File: src/rtl/fetch_pkg.sv
// Shared constants and types for the instruction fetch stage.
package fetch_pkg;

    localparam int          WIDTH       = 32;
    localparam int          INSTR_BYTES = 4;
    localparam logic [31:0] RESET_PC    = 32'h0000_0000;
    localparam logic [31:0] PC_INCR     = 32'(INSTR_BYTES);

    typedef struct packed {
        logic [WIDTH-1:0] pc;
        logic [WIDTH-1:0] instr;
    } fetch_entry_t;

endpackage

File: src/rtl/fetch_queue.sv
// Small power-of-two FIFO holding fetched {pc, instruction} pairs; flush empties it in one cycle.
module fetch_queue #(
    parameter int DEPTH  = 2,
    parameter int DATA_W = 64,
    localparam int PTR_W = (DEPTH > 1) ? $clog2(DEPTH) : 1,
    localparam int CNT_W = $clog2(DEPTH + 1)
) (
    input  logic              clk,
    input  logic              rst,
    input  logic              push,
    input  logic              pop,
    input  logic              flush,
    input  logic [DATA_W-1:0] push_data,
    output logic [DATA_W-1:0] head_data,
    output logic [CNT_W-1:0]  count,
    output logic              full,
    output logic              empty
);

    logic [DATA_W-1:0] mem [DEPTH];
    logic [PTR_W-1:0]  rd_ptr;
    logic [PTR_W-1:0]  wr_ptr;

    always_ff @(posedge clk) begin
        if (rst || flush) begin
            rd_ptr <= '0;
            wr_ptr <= '0;
            count  <= '0;
        end else begin
            if (push) wr_ptr <= wr_ptr + PTR_W'(1);
            if (pop)  rd_ptr <= rd_ptr + PTR_W'(1);
            count <= count + CNT_W'(push) - CNT_W'(pop);
        end
    end

    // NOTE: storage has no reset; count alone says which entries are live.
    always_ff @(posedge clk) begin
        if (push && !flush) mem[wr_ptr] <= push_data;
    end

    assign empty     = (count == '0);
    assign full      = (count == CNT_W'(DEPTH));
    assign head_data = empty ? '0 : mem[rd_ptr];

endmodule

File: src/rtl/fetch_unit.sv
// Instruction fetch: owns the PC, drives the ROM and queues {pc, instr} for decode.
// Optional FETCH_MISALIGN_TRAP_EN: misaligned redirects raise misalign and halt fetch until reset.
module fetch_unit #(
    parameter int               WIDTH    = fetch_pkg::WIDTH,
    parameter logic [WIDTH-1:0] RESET_PC = WIDTH'(fetch_pkg::RESET_PC),
    parameter int               DEPTH    = 2
) (
    input  logic             clk,
    input  logic             rst,
    output logic [WIDTH-1:0] rom_address,
    input  logic [WIDTH-1:0] rom_instruction,
    input  logic             redirect_valid,
    input  logic [WIDTH-1:0] redirect_target,
    output logic             instr_valid,
    input  logic             instr_ready,
    output logic [WIDTH-1:0] instr,
    output logic [WIDTH-1:0] instr_pc,
    output logic             misalign
);
    import fetch_pkg::*;

    localparam int CNT_W = $clog2(DEPTH + 1);

    logic [WIDTH-1:0]   pc;
    logic               halted;
    logic               redirect_take;
    logic               push;
    logic               pop;
    logic               q_full;
    logic               q_empty;
    logic [CNT_W-1:0]   q_count;
    logic [2*WIDTH-1:0] head_data;
    logic [WIDTH-1:0]   aligned_target;

    assign aligned_target = {redirect_target[WIDTH-1:2], 2'b00};
    assign redirect_take  = redirect_valid && !halted;
    assign pop            = instr_valid && instr_ready;
    assign push           = !redirect_valid && !halted && (!q_full || pop);

`ifdef FETCH_MISALIGN_TRAP_EN
    logic misalign_q;

    always_ff @(posedge clk) begin
        if (rst) begin
            misalign_q <= 1'b0;
        end else if (redirect_take && (redirect_target[1:0] != 2'b00)) begin
            misalign_q <= 1'b1;
        end
    end

    // The trap flag doubles as the halt: both are set together and only reset clears them.
    assign halted   = misalign_q;
    assign misalign = misalign_q;
`else
    assign halted   = 1'b0;
    assign misalign = 1'b0;
`endif

    // NOTE: sequential state uses non-blocking assignments so every register samples pre-edge values.
    always_ff @(posedge clk) begin
        if (rst) begin
            pc <= RESET_PC;
        end else if (redirect_take) begin
            pc <= aligned_target;
        end else if (push) begin
            pc <= pc + WIDTH'(PC_INCR);
        end
    end

    fetch_queue #(
        .DEPTH  (DEPTH),
        .DATA_W (2 * WIDTH)
    ) u_queue (
        .clk       (clk),
        .rst       (rst),
        .push      (push),
        .pop       (pop),
        .flush     (redirect_take),
        .push_data ({pc, rom_instruction}),
        .head_data (head_data),
        .count     (q_count),
        .full      (q_full),
        .empty     (q_empty)
    );

    assign rom_address = pc;
    assign instr_valid = !q_empty;
    assign instr_pc    = head_data[2*WIDTH-1:WIDTH];
    assign instr       = head_data[WIDTH-1:0];

    logic unused_ok;
    assign unused_ok = ^{q_count, redirect_target[1:0]};

endmodule

File: config.mk
export PLATFORM = sky130hd
export DESIGN_NAME = fetch_unit
export DESIGN_NICKNAME = d
export VERILOG_FILES = /design/src/rtl/fetch_pkg.sv /design/src/rtl/fetch_queue.sv /design/src/rtl/fetch_unit.sv
export SDC_FILE = /design/constraint.sdc
export NUM_CORES = 1
export LEC_CHECK = 0
export ABC_CLOCK_PERIOD_IN_PS = 7880
export CAP_MARGIN = 20
export CORE_MARGIN = 5
export CORE_UTILIZATION = 49
export CTS_BUF_LIST = sky130_fd_sc_hd__clkbuf_8 sky130_fd_sc_hd__clkbuf_16
export DETAILED_ROUTE_END_ITERATION = 6
export PLACE_DENSITY = 0.82
export SETUP_SLACK_MARGIN = 0.1
export SLEW_MARGIN = 20
export SYNTH_ARGS = -nofsm -noshare
export SYNTH_HDL_FRONTEND = slang
export SYNTH_SLANG_ARGS = --single-unit
File: constraint.sdc
create_clock -name clk -period 7.88 [get_ports clk]
set_input_delay 1.182 -clock clk [delete_from_list [all_inputs] [get_ports clk]]
set_output_delay 1.182 -clock clk [all_outputs]
set_load 0.03 [all_outputs]
==> results.toml <==
[outcome]
status = "finished, final reports clean"

[setup_path]
arrival_ps = 2580
start_kind = "register"
worstSetupPathType = "reg -> out"
regToRegEndpoint = "rom_address[16]"
rrSetupSlack_ps = 5230
cp.required_ps = 6700
timing.rr.start = "rom_address[4]"
r2r_cells = 4
critPathMaxFanout = 62
critPathCaptureType = "primary output"

[die]
initial_core_util = 0.5047
die-area_um2 = 16190
placementRows = 42
core-area_um2 = 13350
die_h_um = 127.3
ios = 166
fp.dieW_um = 127.3

[clock_network]
cts_max_level = 4
cts_tree = "yes"
cts_setup_buffers = 0
clockRootBuffer = "clkbuf_16"
clk_path_buf_depth = 2
ctsResizeCount = 0
numCtsBuffers = 17
clkSlewWorstSetupHoldPaths_ps = 60
cts_hold_buf = 0
clkSinkCount = 159
clock_latency_ps = 420

[grt]
grt_pass1_wl_mm = 25.01
grt_usage = 0.1952
antenna_found_initial = 0
grt_pass1_vias = 4789
grt_max_degree = 64
overflow = 0

[sta]
fmax_mhz = 265.6
rsz0062_at_grt = "false"
post-route-period-util = 0.4779
tns_ps = 0
tightest_slew_ps = 1085
setup_viol = 0
slew_violations = 0
hold_violations = 0
slew_headroom = 0.2767
skew_ps = 9.932
min_period_ps = 3766

[finish]
final_cell_mix = "clkdlybuf4s50_1, edfxtp_1, nor2_1"
stdcell_area_um2 = 9031
nNetsFinal = 753
drive_gt1_frac = 0.06619
layout_commonest_cell = "clkdlybuf4s50_1"
n_antenna_cell = 0
area.growth.synth_to_final_pct = 34.06

[yosys]
synth_top_cell_by_area = "edfxtp_1"
synth_xor_area_frac = 0.01560
yosysSeqAreaShare = 0.6568
synthCells = 532
synth_top_flop_cell = "edfxtp_1"
netlist_area_um2 = 6736
postSynthAreaPerCell_um2 = 12.66
synth_top_family_by_area = "simple AND/OR/NAND/NOR gates"
synth.area.mux_share = 0.09212
synth_compound_area_frac = 0.05888
synth_seq_cells = 159
synthAdderAreaFrac = 0.005572
ys_async_sr_fraction = 0
synth-edff-count = 124
yosys.area_share.simple = 0.1423
synth_area_leaders = "edfxtp_1, dfxtp_1, mux2i_1"
yosysTopAreaCellShare = 0.5527
yosysWarnings = 0
synth.distinct_cells = 45

[placed_design]
place_area_um2 = 8461
finalWeightedCongestion = 0.8265
hpwl_mm = 10.36
io_buffer_count = 158

[power_and_ir_drop]
ir_drop_mv = 0.1167
p_per_area_nw_per_um2 = 229.5
leakage_nw = 2.924

[drt]
wl_per_cell_um = 17.98
routed_wl_mm = 15.66
ant_nets = 0
drtIter0Drc = 347
drcViolationCount = 0
via_per_inst = 5.525
dr_total_vias = 4812
firstDrtPassIters = 5

[min_path]
hold_start = "u_queue.rd_ptr"
holdPathStages = 2
hp-class = "reg -> reg"

[flow_run]
drv_cap = 0
-- layout make-up --
cell class	count	area [um2]
flip-flops and latches	159	4428
fillers	1005	4317
multi-input cells	332	2156
repair buffers	164	1627
clock buffers	17	425.4
well taps	176	220.2
clock inverters	15	145.1
inverters	8	30.03
-- worst max path at each step --
stage                        endpoint            from  cells after the start
floorplan           u_queue.mem[0][0]  redirect_valid                      3
global placement      rom_address[20]     instr_ready                      5
detailed placement    rom_address[20]     instr_ready                      5
CTS                         instr[22]        register                      3
global route              instr_pc[3]        register                      3
finish                      instr[22]        register                      3
-- sequential cells by signal, summed over array words and instances (netlist names), named ones only --
| signal | cells |
|---|---|
| u_queue.mem | 124 |
| rom_address | 30 |
| u_queue.wr_ptr | 1 |
| u_queue.count | 2 |
| u_queue.rd_ptr | 1 |
-- layer usage --
layer / track usage / vias up / wire length (um)
met5: 0 / - / 0
met4: 0.04669 / 0 / 207
met3: 0.05050 / 16 / 1110
met2: 0.3278 / 188 / 7795
met1: 0.2558 / 2325 / 6549
li1: - / 2283 / -
-- critical path, cell delays in order (launching register included) --
cell and delay (ps):
dfxtp_4 1080, mux2i_1 230, nor2_1 160, clkdlybuf4s50_1 680
-- report_power, final --
group | internal [mW] | leakage (nW) | switching [mW]
Sequential | 0.959 | 1.47 | 0.0379
Clock | 0.464 | 0.269 | 0.320
Combinational | 0.125 | 1.18 | 0.167
Total | 1.55 | 2.92 | 0.525
-- cell families (layout without fill, tap and decap cells) --
kind of cell,count (synthesis),in the layout
AOI/OAI and AO/OA,52,52
muxes,62,62
xor gates and xnor gates,12,12
and+or+nand+nor,198,198
buffers and inverters,45,204
adders and majority gates,3,3
DFF,159,159
other,1,5
-- metrics by stage --
step	std cells	power, mW	util	hold WS (ps)	worst slack, ps
after global routing	871	2.154	0.6766	556.8	3945
after global placement	839	1.299	0.6339	496.7	4315
after floorplan	536	1.171	-	481.2	1447
after CTS	871	2.088	0.6766	534.7	4047
final	871	2.073	0.6766	527.3	4114
after detailed placement	839	1.309	0.6339	520.7	4227
-- synth_stat cells (4+ instances only) --
master and n:
or2_2 4, a311oi_1 12, nor4_1 9, a21oi_1 4
clkbuf_1 28, mux2i_1 62, and3_1 4, xor2_1 6
nor3b_1 4, or4_1 7, nand2_1 22, and4_1 4
xnor2_1 6, buf_4 5, o31ai_1 5, dfxtp_1 35
a211oi_1 9, nand4_1 12, edfxtp_1 124, or3_1 8
o21ai_0 7, nor3_1 5, nor2_1 99, inv_1 8
nand3_1 9
No activity file was read; power rests on OpenSTA's default activity.
